[src/rtl/matrix_stream_out_if.sv]
// Valid/ready beat stream carrying one matrix element, its indices and framing flags.
interface matrix_stream_out_if #(
  parameter int ELEM_W = 8
);
  logic              out_valid;
  logic              out_ready;
  logic [ELEM_W-1:0] out_data;
  logic [2:0]        out_row;
  logic [2:0]        out_col;
  logic              out_hdr;
  logic              out_last;

  modport master (
    output out_valid, out_data, out_row, out_col, out_hdr, out_last,
    input  out_ready
  );

  modport slave (
    input  out_valid, out_data, out_row, out_col, out_hdr, out_last,
    output out_ready
  );
endinterface

[src/rtl/matrix_stream_out.sv]
// Streams the active m x n elements of a packed row-major matrix, one beat per cycle.
// Optional MATRIX_STREAM_HEADER_EN prepends a header beat carrying {n, m}.
module matrix_stream_out #(
  parameter int ELEM_W  = 8,
  parameter int MAX_DIM = 5
) (
  input  logic                              clk,
  input  logic                              reset,
  input  logic                              start,
  input  logic [2:0]                        m,
  input  logic [2:0]                        n,
  input  logic [MAX_DIM*MAX_DIM*ELEM_W-1:0] matrix_in,
  output logic                              busy,
  output logic                              err,
  output logic                              done,
  matrix_stream_out_if.master               os
);

  localparam int         MAT_W   = MAX_DIM * MAX_DIM * ELEM_W;
  localparam int         IDX_W   = $clog2(MAT_W);
  localparam logic [2:0] DIM_MAX = 3'(MAX_DIM);

  typedef enum logic [1:0] {
    IDLE   = 2'd0,
    SEND   = 2'd1,
    DONE   = 2'd2
`ifdef MATRIX_STREAM_HEADER_EN
    , HEADER = 2'd3
`endif
  } state_t;

  state_t             state_r, state_nxt;
  logic [MAT_W-1:0]   mat_r, mat_nxt;
  logic [2:0]         m_r, m_nxt, n_r, n_nxt;
  logic [2:0]         row_r, row_nxt, col_r, col_nxt;
  logic [2:0]         row_adv_s, col_adv_s;
  logic [ELEM_W-1:0]  data_r, data_nxt;
  logic               valid_r, valid_nxt;
  logic               hdr_r, hdr_nxt;
  logic               last_r, last_nxt;
  logic               busy_r, busy_nxt;
  logic               err_r, err_nxt;
  logic               done_r, done_nxt;
  logic               legal_s, xfer_s;

  function automatic logic [ELEM_W-1:0] elem_at(input logic [MAT_W-1:0] mat,
                                                input logic [2:0] r,
                                                input logic [2:0] c);
    logic [IDX_W-1:0] idx;
    idx = IDX_W'((int'(r) * MAX_DIM + int'(c)) * ELEM_W);
    return mat[idx +: ELEM_W];
  endfunction

  assign legal_s = (m != 3'd0) && (n != 3'd0) && (m <= DIM_MAX) && (n <= DIM_MAX);
  assign xfer_s  = valid_r && os.out_ready;

  // Row-major successor of the current beat position.
  always_comb begin
    row_adv_s = row_r;
    col_adv_s = col_r;
    if (col_r == n_r - 3'd1) begin
      row_adv_s = row_r + 3'd1;
      col_adv_s = 3'd0;
    end else begin
      col_adv_s = col_r + 3'd1;
    end
  end

  // Next-state and next registered-output values; everything holds unless a rule fires.
  always_comb begin
    state_nxt = state_r;
    mat_nxt   = mat_r;
    m_nxt     = m_r;
    n_nxt     = n_r;
    row_nxt   = row_r;
    col_nxt   = col_r;
    data_nxt  = data_r;
    valid_nxt = valid_r;
    hdr_nxt   = hdr_r;
    last_nxt  = last_r;
    err_nxt   = 1'b0;
    done_nxt  = 1'b0;
    case (state_r)
      IDLE: begin
        if (start && legal_s) begin
          mat_nxt   = matrix_in;
          m_nxt     = m;
          n_nxt     = n;
          row_nxt   = 3'd0;
          col_nxt   = 3'd0;
          valid_nxt = 1'b1;
`ifdef MATRIX_STREAM_HEADER_EN
          state_nxt = HEADER;
          hdr_nxt   = 1'b1;
          data_nxt  = ELEM_W'({n, m});
          last_nxt  = 1'b0;
`else
          state_nxt = SEND;
          hdr_nxt   = 1'b0;
          data_nxt  = elem_at(matrix_in, 3'd0, 3'd0);
          last_nxt  = (m == 3'd1) && (n == 3'd1);
`endif
        end else if (start) begin
          err_nxt = 1'b1;
        end else begin
          state_nxt = IDLE;
        end
      end
`ifdef MATRIX_STREAM_HEADER_EN
      HEADER: begin
        if (xfer_s) begin
          state_nxt = SEND;
          hdr_nxt   = 1'b0;
          data_nxt  = elem_at(mat_r, 3'd0, 3'd0);
          last_nxt  = (m_r == 3'd1) && (n_r == 3'd1);
        end else begin
          state_nxt = HEADER;
        end
      end
`endif
      SEND: begin
        if (xfer_s && last_r) begin
          state_nxt = DONE;
          valid_nxt = 1'b0;
          last_nxt  = 1'b0;
          done_nxt  = 1'b1;
        end else if (xfer_s) begin
          row_nxt  = row_adv_s;
          col_nxt  = col_adv_s;
          data_nxt = elem_at(mat_r, row_adv_s, col_adv_s);
          last_nxt = (row_adv_s == m_r - 3'd1) && (col_adv_s == n_r - 3'd1);
        end else begin
          state_nxt = SEND;
        end
      end
      DONE: begin
        state_nxt = IDLE;
      end
      default: begin
        state_nxt = IDLE;
        valid_nxt = 1'b0;
        hdr_nxt   = 1'b0;
        last_nxt  = 1'b0;
      end
    endcase
    busy_nxt = (state_nxt != IDLE);
  end

  // State and output registers; reset wins over every other update.
  always_ff @(posedge clk) begin
    if (reset) begin
      state_r <= IDLE;
      mat_r   <= {MAT_W{1'b0}};
      m_r     <= 3'd0;
      n_r     <= 3'd0;
      row_r   <= 3'd0;
      col_r   <= 3'd0;
      data_r  <= {ELEM_W{1'b0}};
      valid_r <= 1'b0;
      hdr_r   <= 1'b0;
      last_r  <= 1'b0;
      busy_r  <= 1'b0;
      err_r   <= 1'b0;
      done_r  <= 1'b0;
    end else begin
      state_r <= state_nxt;
      mat_r   <= mat_nxt;
      m_r     <= m_nxt;
      n_r     <= n_nxt;
      row_r   <= row_nxt;
      col_r   <= col_nxt;
      data_r  <= data_nxt;
      valid_r <= valid_nxt;
      hdr_r   <= hdr_nxt;
      last_r  <= last_nxt;
      busy_r  <= busy_nxt;
      err_r   <= err_nxt;
      done_r  <= done_nxt;
    end
  end

  assign busy         = busy_r;
  assign err          = err_r;
  assign done         = done_r;
  assign os.out_valid = valid_r;
  assign os.out_data  = data_r;
  assign os.out_row   = row_r;
  assign os.out_col   = col_r;
  assign os.out_hdr   = hdr_r;
  assign os.out_last  = last_r;

endmodule

[src/flat_wrapper.sv]
// flat-port wrapper written by rule: the top's interface ports become plain ports
module matrix_stream_out_flat 
#(
  parameter int ELEM_W  = 8,
  parameter int MAX_DIM = 5
)
  (clk, reset, start, m, n, matrix_in, busy, err, done, os_out_valid, os_out_data, os_out_row, os_out_col, os_out_hdr, os_out_last, os_out_ready);
  matrix_stream_out_if #(.ELEM_W(ELEM_W)) os_i ();
  input  logic clk;
  input  logic reset;
  input  logic start;
  input  logic [2:0] m;
  input  logic [2:0] n;
  input  logic [MAX_DIM*MAX_DIM*ELEM_W-1:0] matrix_in;
  output logic busy;
  output logic err;
  output logic done;
  output wire logic [$bits(os_i.out_valid)-1:0] os_out_valid;
  output wire logic [$bits(os_i.out_data)-1:0] os_out_data;
  output wire logic [$bits(os_i.out_row)-1:0] os_out_row;
  output wire logic [$bits(os_i.out_col)-1:0] os_out_col;
  output wire logic [$bits(os_i.out_hdr)-1:0] os_out_hdr;
  output wire logic [$bits(os_i.out_last)-1:0] os_out_last;
  input wire logic [$bits(os_i.out_ready)-1:0] os_out_ready;
  assign os_out_valid = os_i.out_valid;
  assign os_out_data = os_i.out_data;
  assign os_out_row = os_i.out_row;
  assign os_out_col = os_i.out_col;
  assign os_out_hdr = os_i.out_hdr;
  assign os_out_last = os_i.out_last;
  assign os_i.out_ready = os_out_ready;
  matrix_stream_out #(.ELEM_W(ELEM_W), .MAX_DIM(MAX_DIM)) u_core (.clk(clk), .reset(reset), .start(start), .m(m), .n(n), .matrix_in(matrix_in), .busy(busy), .err(err), .done(done), .os(os_i));
endmodule
[config.mk]
export PLATFORM = sky130hd
export DESIGN_NAME = matrix_stream_out_flat
export DESIGN_NICKNAME = d
export VERILOG_FILES = /design/src/rtl/matrix_stream_out_if.sv /design/src/rtl/matrix_stream_out.sv /design/src/flat_wrapper.sv
export SDC_FILE = /design/constraint.sdc
export NUM_CORES = 1
export LEC_CHECK = 0
export BUFFER_PORTS_ARGS = -buffer_cell sky130_fd_sc_hd__buf_4
export CAP_MARGIN = 20
export CORE_AREA = 2 2 198 103
export CTS_BUF_LIST = sky130_fd_sc_hd__clkbuf_8
export DETAILED_ROUTE_END_ITERATION = 10
export DIE_AREA = 0 0 200 105
export MAX_ROUTING_LAYER = met4
export PLACE_DENSITY = 0.89
export SLEW_MARGIN = 30
export SYNTH_ARGS = -nofsm -noshare
export SYNTH_HDL_FRONTEND = slang
export SYNTH_SLANG_ARGS = --single-unit
[constraint.sdc]
create_clock -name clk -period 5.4 [get_ports clk]
set_input_delay 1.08 -clock clk [delete_from_list [all_inputs] [get_ports clk]]
set_output_delay 1.08 -clock clk [all_outputs]
set_load 0.005 [all_outputs]
==> out/results.txt, run 1 <==
Status = complete, no violations
Vias = 11,300
Combinational share of power = 0.140
Main flop type after synthesis = dfxtp_1
Sw Ratio = 0.280
Row cnt = 36
Final Hold Fails = 0
Gate Count Post-Synth = 1,451
Die Span Y = 105 um
Reg clk slew, reported paths = 0.07 ns
Pwr Total = 3.57 mW
Synth Area in Simple Gates = 0.247
Final Cycle Share = 0.879
H-tree Lvls = 1
YS warnings = 0
Worst Hold Margin = 0.455 ns
Die area = 0.0210 mm^2
WP data arrival = 5.18 ns
CTS Sinks = 227
Initial antenna violation count = 2
Clock Tree Buf Depth = 3
DRC Markers = 0
Clock power share = 0.347
Final setup violation count = 0
Slew Viols, Final = 0
FFs w/ async S/R, synth = 0
Core box area = 0.0191 mm^2
Congestion Overflow GR = 0
Hold buffer count at cts = 0
Setup TNS Final = 0 ns
Commonest non-fill, non-tap cells in the layout = nand2_1 (515), buf_4 (251), a21oi_1 (227), dfxtp_1 (227), clkbuf_8 (35)
Cells after DPL = 1,854
Measured slew at the worst slew-check pin = 1.03 ns
CTS tree = built
Flops & latches, synth = 227
Pre-Repair DR Iteration Count = 6
Initial DRC count = 1,214
Global router's overall resource usage = 0.363
GP Congestion = 1.05
First-pass GRT wire length = 57,000 um
WL/cell = 19.7 um
Seq/Total Area, Yosys = 0.421
Commonest non-fill, non-tap cell in the layout = nand2_1
Unique masters post-synth = 71
Io pins = 230
Worst Path Max Fanout = 15
Power per cell area = 271 mW/mm^2
Adder-Cell Fraction of Synth Area = 0.0146
Fin crit period = 4.74 ns
NumNets Final = 1,843
PortBufs = 228
Post-CTS Resized = 0
Kind of critical path = register to register
Setup ws final = 0.655 ns
Internal = 2.57 mW
Layout cells sized above 1 = 0.194
Worst EP required = 5.84 ns
Max Freq = 0.211 GHz
Pleak = 5.28 nW
Max_cap viols = 0
Insertion delay to the later sink of the worst-skew pair = 0.60 ns
Largest net degree at the start of global routing = 117
CTS root buffer = clkbuf_8
DRT Wirelength = 37,600 um
DPL Wire Length = 27,600 um
Slew headroom = 0.306
Sequential power share = 0.513
Clock Skews = 0.0286 ns
Hold crit path type = register to register
Area Growth Syn to Fin = 22.3%
Pre-CTS setup slack = 0.803 ns
Switching power total = 1.00 mW
Post-route cell area = 0.0132 mm^2
Post-synth EDFFs = 0
Dominant cell type by area after synthesis = dfxtp_1
Top post-synthesis cells by area = dfxtp_1 (42%), nand2_1 (18%), a21oi_1 (11%)
Post-synthesis xor/xnor area fraction = 0.0220
Mux share of post-synthesis cell area = 0.0379
Final Non-Filler Cells = 1,911
RSZ-0062 raised after global routing = no
Cell area after synthesis = 0.0108 mm^2
Post-synthesis compound-gate area fraction = 0.208
Synthesized area per cell = 7.44 um^2
Syn Nets = 1,673
Largest family of logic cells by synthesized area = simple AND/OR/NAND/NOR gates
Final core occ = 0.690
Maximum vdd drop = 0.000178 V
Vias/cell = 5.91
Routed Antenna Nets = 0
Die W = 200 um
Placement Cell Area = 0.0126 mm^2
Postcts setup bufs = 0
CTS buffer count = 31
Setup crit start kind = register
Share of Yosys cell area claimed by the top area cell type = 0.421
Initial Util = 0.564
Vias in the first global route = 10,500
CP Capture Type = register
==> path summary, 6_finish.rpt <==
check / from / endpoint / slack [ns] / depth (start not counted)
max: u_core.n_r[0] / u_core.os.out_data[3] / 0.66 / 16
min: u_core.m_r[1] / u_core.m_r[1] / 0.46 / 2
max reg2reg: u_core.n_r[0] / u_core.os.out_data[3] / 0.66 / 16
min reg2reg: u_core.m_r[1] / u_core.m_r[1] / 0.46 / 2
==> per-layer routing <==
layer	global-route usage	wire (um)
met2	0.490	15200
met4	0.0720	682
met3	0.105	4460
met1	0.533	17300
met5	-	0
==> logic make-up (layout without fill, tap and decap cells) <==
| group | after synthesis | count (layout) |
|---|---|---|
| AO/OA/AOI/OAI | 374 | 374 |
| flip-flops | 227 | 227 |
| other | 1 | 3 |
| adder cells (fa/ha/maj) | 12 | 12 |
| AND/OR/NAND/NOR | 645 | 645 |
| XOR/XNOR | 20 | 20 |
| multiplexers | 40 | 40 |
| buffers and inverters | 132 | 324 |
==> final cells by class <==
class / count / area [um^2]
fillers: 1598 / 5940
multi-input cells: 1092 / 5740
flip-flops and latches: 227 / 4540
repair buffers: 255 / 1960
clock buffers: 35 / 482
well taps: 266 / 333
clock inverters: 20 / 88.8
inverters: 14 / 52.6
diodes: 2 / 5.00
==> power by group through the flow <==
stage                     clock, mW  sequential, mW  combinational (mW)
after floorplan                   0            1.84               0.282
after global placement            0            1.86               0.484
after detailed placement          0            1.86               0.493
after CTS                      1.25            1.83               0.495
after global routing           1.32            1.84               0.551
final                          1.24            1.83               0.501
==> critical path, stage by stage, from the launching register on <==
cell and delay (ns):
dfxtp_1 0.58, inv_1 0.16, ha_1 0.39, xor2_1 0.24, buf_4 0.21, nand2_1 0.07, nor2_1 0.27, nand2_1 0.10
nand2_1 0.13, ha_1 0.26, ha_1 0.22, fa_1 0.65, nor2b_2 0.40, buf_4 0.34, a221oi_1 0.15, a221oi_1 0.30
o22ai_1 0.10
==> cell usage after synthesis, drive strengths merged, types with 5 or more instances <==
library cell / n
nand2: 515
a21oi: 227
dfxtp: 227
clkbuf: 89
mux2i: 33
nand3: 32
nor2: 31
buf: 29
o21ai: 25
a31oi: 22
nand4: 21
nor3: 16
a211oi: 15
inv: 13
a22oi: 11
ha: 11
o31a: 10
o31ai: 9
xor2: 9
a32oi: 8
xnor2: 8
mux2: 7
and4: 6
o311ai: 6
a221oi: 5
nor4: 5
o211ai: 5
==> flip-flops by register name, summed over array words and instances, names as in the netlist <==
| register | cells |
|---|---|
| u_core.m_r | 3 |
| u_core.n_r | 3 |
| u_core.os.out_valid | 1 |
| u_core.mat_r | 200 |
| u_core.os.out_col | 3 |
| u_core.state_r | 2 |
| u_core.os.out_row | 3 |
| u_core.done | 1 |
| u_core.busy | 1 |
| u_core.os.out_last | 1 |
| u_core.os.out_data | 8 |
| u_core.err | 1 |
Power figures use the tool's default switching activity.
==> inputs of run 2 (changes only) <==
--- a/config.mk
+++ b/config.mk
@@ -7,12 +7,12 @@
 export LEC_CHECK = 0
 export BUFFER_PORTS_ARGS = -buffer_cell sky130_fd_sc_hd__buf_4
 export CAP_MARGIN = 20
-export CORE_AREA = 2 2 198 103
+export CORE_AREA = 2 2 195 101
 export CTS_BUF_LIST = sky130_fd_sc_hd__clkbuf_8
 export DETAILED_ROUTE_END_ITERATION = 10
-export DIE_AREA = 0 0 200 105
+export DIE_AREA = 0 0 197 103
 export MAX_ROUTING_LAYER = met4
-export PLACE_DENSITY = 0.89
+export PLACE_DENSITY = 0.91
 export SLEW_MARGIN = 30
 export SYNTH_ARGS = -nofsm -noshare
 export SYNTH_HDL_FRONTEND = slang
==> constraint.sdc (replaced) <==
create_clock -name clk -period 5.9 [get_ports clk]
set_input_delay 1.18 -clock clk [delete_from_list [all_inputs] [get_ports clk]]
set_output_delay 1.18 -clock clk [all_outputs]
set_load 0.005 [all_outputs]
==> out/results.txt, run 2 (synthesized netlist as in run 1, its figures left out) <==
DPL Wire Length = 27,300 um (-1.2%)
Power per cell area = 263 mW/mm^2 (-2.8%)
Combinational share of power = 0.133 (-0.007)
CP Capture Type = register
Insertion delay to the later sink of the worst-skew pair = 0.53 ns (-0.07 ns)
Placement Cell Area = 0.0126 mm^2 (-0.50%)
Die W = 197 um (-1.5%)
Postcts setup bufs = 0 (unchanged)
Final Hold Fails = 0 (unchanged)
Routed Antenna Nets = 0 (unchanged)
GP Congestion = 1.00 (-4.9%)
H-tree Lvls = 2 (+1)
Final setup violation count = 0 (unchanged)
Worst Path Max Fanout = 15 (unchanged)
Reg2Reg Depth = 14 (-2)
Largest net degree at the start of global routing = 158 (+35%)
Clock Tree Buf Depth = 3 (unchanged)
Row cnt = 36 (unchanged)
Pleak = 5.30 nW (+0.44%)
Largest register by flop count = u_core.mat_r
Reg clk slew, reported paths = 0.07 ns (about the same)
Hold buffer count at cts = 0 (unchanged)
CTS buffer count = 34 (+9.7%)
Fillers = 1,564 (-2.1%)
Hold path cells = 2 (unchanged)
NumNets Final = 1,843 (unchanged)
Vias/cell = 6.05 (+2.3%)
WP data arrival = 5.45 ns (+0.27 ns)
Reg2reg start = u_core.n_r[0]
Clock Skews = 0.0261 ns (-0.00248 ns)
Clock power share = 0.387 (+0.040)
CTS root buffer = clkbuf_8
R2r setup slk = 0.83 ns (+0.18 ns)
Slew Viols, Final = 0 (unchanged)
Setup crit start kind = register
Internal = 2.54 mW (-1.3%)
Vias in the first global route = 10,500 (+0.11%)
CTS tree = built
Max FFs per register = 200 (unchanged)
Die area = 0.0203 mm^2 (-3.4%)
Kind of critical path = register to register
Sw Ratio = 0.273 (-0.00760)
Pre-Repair DR Iteration Count = 8 (+2)
DRT Wirelength = 37,600 um (about the same)
Maximum vdd drop = 0.000173 V (-2.6%)
Critical path endpoint = u_core.os.out_data[3]
Worst R2R End = u_core.os.out_data[3]
CTS Sinks = 227 (unchanged)
WL/cell = 19.9 um (+1.1%)
RSZ-0062 raised after global routing = no
Setup TNS Final = 0 ns (unchanged)
Measured slew at the worst slew-check pin = 1.00 ns (-0.0281 ns)
Global router's overall resource usage = 0.377 (+0.0140)
Area Growth Syn to Fin = 22.8%
DRC Markers = 0 (unchanged)
Initial antenna violation count = 0 (-2)
Vias = 11,400 (+1.2%)
Sequential power share = 0.481 (-0.032)
Worst EP required = 6.29 ns (+0.45 ns)
Status = complete, no violations
Crit path from = u_core.n_r[0]
Initial DRC count = 1,350 (+11%)
Commonest non-fill, non-tap cell in the layout = nand2_1
Antenna diode count = 0 (-2)
Congestion Overflow GR = 0 (unchanged)
Post-CTS Resized = 0 (unchanged)
Slew headroom = 0.330 (+0.0240)
Switching power total = 0.952 mW (-5.0%)
Max_cap viols = 0 (unchanged)
Io pins = 230 (unchanged)
Fin crit period = 5.07 ns (+0.321 ns)
Final Cycle Share = 0.859 (-0.0201)
Commonest non-fill, non-tap cells in the layout = nand2_1 (515), buf_4 (249), a21oi_1 (227), dfxtp_1 (227), clkbuf_8 (38)
Max Freq = 0.197 GHz (-6.3%)
Initial Util = 0.573 (+0.00944)
Hold crit path type = register to register
PortBufs = 228 (unchanged)
Layout cells sized above 1 = 0.195 (+0.000609)
Die Span Y = 103 um (-1.9%)
Post-route cell area = 0.0133 mm^2 (+0.44%)
First-pass GRT wire length = 57,100 um (+0.21%)
Core box area = 0.0188 mm^2 (-1.6%)
[run 2: cell count changes in the layout (fill, tap and decap cells not counted), sizes merged, moves of 2 or more]
cell | previous run | this run
clkbuf | 35 | 38
diode | 2 | 0
bufinv | 0 | 3
clkinv | 6 | 3
buf | 255 | 252
[run 2: worst min-delay path by stage]
stage               slack (ns)         startpoint                 to
floorplan                 0.43  u_core.mat_r[141]  u_core.mat_r[141]
global placement          0.44  u_core.mat_r[170]  u_core.mat_r[170]
detailed placement        0.45  u_core.mat_r[102]  u_core.mat_r[102]
CTS                       0.46   u_core.mat_r[50]   u_core.mat_r[50]
global route              0.47   u_core.mat_r[73]   u_core.mat_r[73]
finish                    0.46  u_core.mat_r[160]  u_core.mat_r[160]
[run 2: area by class of cell]
class | instances | area (um^2) | area share
multi-input combinational | 1092 | 5740 | 0.433
inverter | 14 | 52.6 | 0.00396
clock inverter | 20 | 173 | 0.0130
tap | 247 | 309 | 0.0233
sequential | 227 | 4540 | 0.343
clock buffer | 38 | 523 | 0.0394
timing repair buffer | 252 | 1920 | 0.145
[run 2: power groups by stage]
stage / sequential [mW] / clock, mW / combinational [mW]
3_3_place_gp: 1.70 / 0 / 0.445
2_1_floorplan: 1.68 / 0 / 0.258
6_report: 1.68 / 1.35 / 0.464
5_1_grt: 1.68 / 1.43 / 0.506
4_1_cts: 1.67 / 1.35 / 0.455
3_5_place_dp: 1.71 / 0 / 0.453
[run 2: layer usage]
layer	up-vias	GRT usage	routed length, um
met5	-	-	0
met4	0	0.0769	671
met3	82	0.126	5330
met2	688	0.521	15000
met1	5357	0.532	16600
li1	5304	-	-
[run 2: critical path, cell delays in order, from the launching register on]
cell      delay [ns]
dfxtp_1         0.59
inv_1           0.18
ha_1            0.39
xor2_1          0.16
buf_4           0.19
nand4_1         0.23
xnor2_1         0.33
ha_1            0.28
ha_1            0.32
fa_1            0.95
nor2b_2         0.46
buf_4           0.31
a221oi_1        0.13
a221oi_1        0.30
o22ai_1         0.10
[run 2: metrics by stage]
stage | cells | util | worst slack [ns] | total power, mW | hold WS [ns]
floorplan | 1451 | - | 1.75 | 1.94 | 0.432
global placement | 1832 | 0.667 | 1.10 | 2.15 | 0.440
detailed placement | 1832 | 0.667 | 0.948 | 2.16 | 0.446
CTS | 1890 | 0.704 | 0.913 | 3.48 | 0.457
global route | 1890 | 0.704 | 0.523 | 3.62 | 0.472
finish | 1890 | 0.704 | 0.834 | 3.49 | 0.456
==> inputs of run 3 (changes only) <==
--- a/config.mk
+++ b/config.mk
@@ -13,6 +13,7 @@
 export DIE_AREA = 0 0 197 103
 export MAX_ROUTING_LAYER = met4
 export PLACE_DENSITY = 0.91
+export RECOVER_POWER = 100
 export SLEW_MARGIN = 30
 export SYNTH_ARGS = -nofsm -noshare
 export SYNTH_HDL_FRONTEND = slang
==> out/results.txt, run 3 (synthesized netlist as in run 1, its figures left out) <==
Post-CTS Resized = 0 (unchanged)
Max stage delay on crit path = 1.69 ns (+0.74 ns)
WP data arrival = 5.67 ns (+0.22 ns)
Io pins = 230 (unchanged)
Worst path cell trace = clkbuf_1, a22oi_1, nand4_1, nor2_1, buf_2, nand2_1, a21oi_1
DPL Wire Length = 27,300 um (unchanged)
Pre-Repair DR Iteration Count = 9 (+1)
Placement Cell Area = 0.0126 mm^2 (unchanged)
Max_cap viols = 4 (+4)
Final setup violation count = 0 (unchanged)
Global router's overall resource usage = 0.377 (unchanged)
Maximum vdd drop = 0.000173 V (about the same)
Reg clk slew, reported paths = 0.07 ns (about the same)
Kind of critical path = input port to register
Die W = 197 um (unchanged)
CTS tree = built
Fin crit period = 5.23 ns (+0.164 ns)
Max layer used = met4
Setup crit start kind = input port
Area Growth Syn to Fin = 22.3%
DRC Markers = 0 (unchanged)
Largest net degree at the start of global routing = 158 (unchanged)
Initial Util = 0.573 (unchanged)
Layout cells sized above 1 = 0.189 (-0.00609)
Status = finished, violations left
Largest register by flop count = u_core.mat_r
M1 wire length = 16,600 um (+0.16%)
Setup TNS Final = 0 ns (unchanged)
Final Cycle Share = 0.886 (+0.0279)
Failing checks = max-capacitance violations, max-slew violations
Vias in the first global route = 10,500 (unchanged)
Vias/cell = 6.04 (-0.15%)
Antenna diode count = 0 (unchanged)
DR WL met2 = 15,100 um (+0.39%)
Hold buffer count at cts = 0 (unchanged)
Congestion Overflow GR = 0 (unchanged)
DRT Wirelength = 37,600 um (+0.13%)
Clock Tree Buf Depth = 3 (unchanged)
Pre-CTS setup slack = 0.948 ns (unchanged)
Post-route cell area = 0.0132 mm^2 (-0.41%)
Core box area = 0.0188 mm^2 (unchanged)
Slew headroom = -1.21 (-1.54)
Clock Skews = 0.0251 ns (-0.000944 ns)
Worst Path Max Fanout = 126 (+111)
H-tree Lvls = 2 (unchanged)
Commonest non-fill, non-tap cells in the layout = nand2_1 (515), a21oi_1 (227), buf_4 (227), dfxtp_1 (227), clkbuf_8 (38)
RSZ-0062 raised after global routing = no
GP Congestion = 1.00 (unchanged)
First-pass GRT wire length = 57,100 um (unchanged)
Hold crit path type = register to register
CTS Sinks = 227 (unchanged)
Fillers = 1,580 (+1.0%)
WL/cell = 19.9 um (+0.13%)
PortBufs = 228 (unchanged)
Row cnt = 36 (unchanged)
Met3 WL = 5310 um (-0.32%)
Slowest library cell on the worst path = buf_2
Worst EP required = 6.34 ns (+0.05 ns)
Slew Viols, Final = 238 (+238)
Pleak = 5.25 nW (-0.82%)
CP bufs+invs = 2 (-1)
Crit-path leading delay family = simple AND/OR/NAND/NOR gates
Power per cell area = 264 mW/mm^2 (+0.43%)
CP Capture Type = register
NumNets Final = 1,843 (unchanged)
Measured slew at the worst slew-check pin = 3.31 ns (+2.31 ns)
Die area = 0.0203 mm^2 (unchanged)
Initial DRC count = 1,395 (+3.3%)
CTS root buffer = clkbuf_8
Initial antenna violation count = 0 (unchanged)
Commonest non-fill, non-tap cell in the layout = nand2_1
Final Hold Fails = 0 (unchanged)
CTS buffer count = 34 (unchanged)
Setup ws final = 0.670 ns (-0.164 ns)
Max FFs per register = 200 (unchanged)
Insertion delay to the later sink of the worst-skew pair = 0.53 ns (about the same)
Max Freq = 0.191 GHz (-3.1%)
Postcts setup bufs = 0 (unchanged)
Routed Antenna Nets = 0 (unchanged)
Vias = 11,400 (-0.15%)
Die Span Y = 103 um (unchanged)
Worst Hold Margin = 0.456 ns (-0.000415 ns)
-- run 3: worst reg2reg max path, delay by kind of cell (launching register included) --
family | cells | cell delay (ns)
buffers and inverters | 3 | 0.72
AND/OR/NAND/NOR | 2 | 0.79
AO/OA/AOI/OAI | 3 | 0.54
adder cells (fa/ha/maj) | 4 | 1.94
XOR/XNOR | 2 | 0.49
flip-flops | 1 | 0.59
-- run 3: metal layers --
metal / track usage / vias up
met5: - / -
met4: 0.0769 / 0
met3: 0.126 / 72
met2: 0.521 / 701
met1: 0.532 / 5336
li1: - / 5305
-- run 3: layout make-up --
cell class | count | area (um^2) | area share
sequential | 227 | 4540 | 0.344
timing repair buffer | 252 | 1880 | 0.142
clock inverter | 20 | 173 | 0.0131
tap | 247 | 309 | 0.0234
inverter | 14 | 52.6 | 0.00398
multi-input combinational | 1092 | 5720 | 0.433
clock buffer | 38 | 523 | 0.0396
-- run 3: where the power goes --
| part | leakage, nW | internal [mW] | switching [mW] |
|---|---|---|---|
| clock | 0.392 | 0.726 | 0.628 |
| combinational | 3.01 | 0.196 | 0.264 |
| sequential | 1.85 | 1.61 | 0.0626 |
-- run 3: path summary, 6_finish.rpt --
| path | start | end | slack [ns] | depth (start not counted) |
|---|---|---|---|---|
| worst max-delay path | m[1] | u_core.mat_r[55] | 0.67 | 7 |
| worst min-delay path | u_core.mat_r[73] | u_core.mat_r[73] | 0.46 | 2 |
| worst max register to register | u_core.n_r[0] | u_core.os.out_data[3] | 0.72 | 14 |
| worst min register to register | u_core.mat_r[73] | u_core.mat_r[73] | 0.46 | 2 |
-- run 3: per-stage QoR --
| stage | std cells | utilization | power, mW |
|---|---|---|---|
| after floorplan | 1451 | - | 1.94 |
| after global placement | 1832 | 0.667 | 2.15 |
| after detailed placement | 1832 | 0.667 | 2.16 |
| after CTS | 1890 | 0.704 | 3.48 |
| after global routing | 1890 | 0.701 | 3.61 |
| final | 1890 | 0.701 | 3.49 |
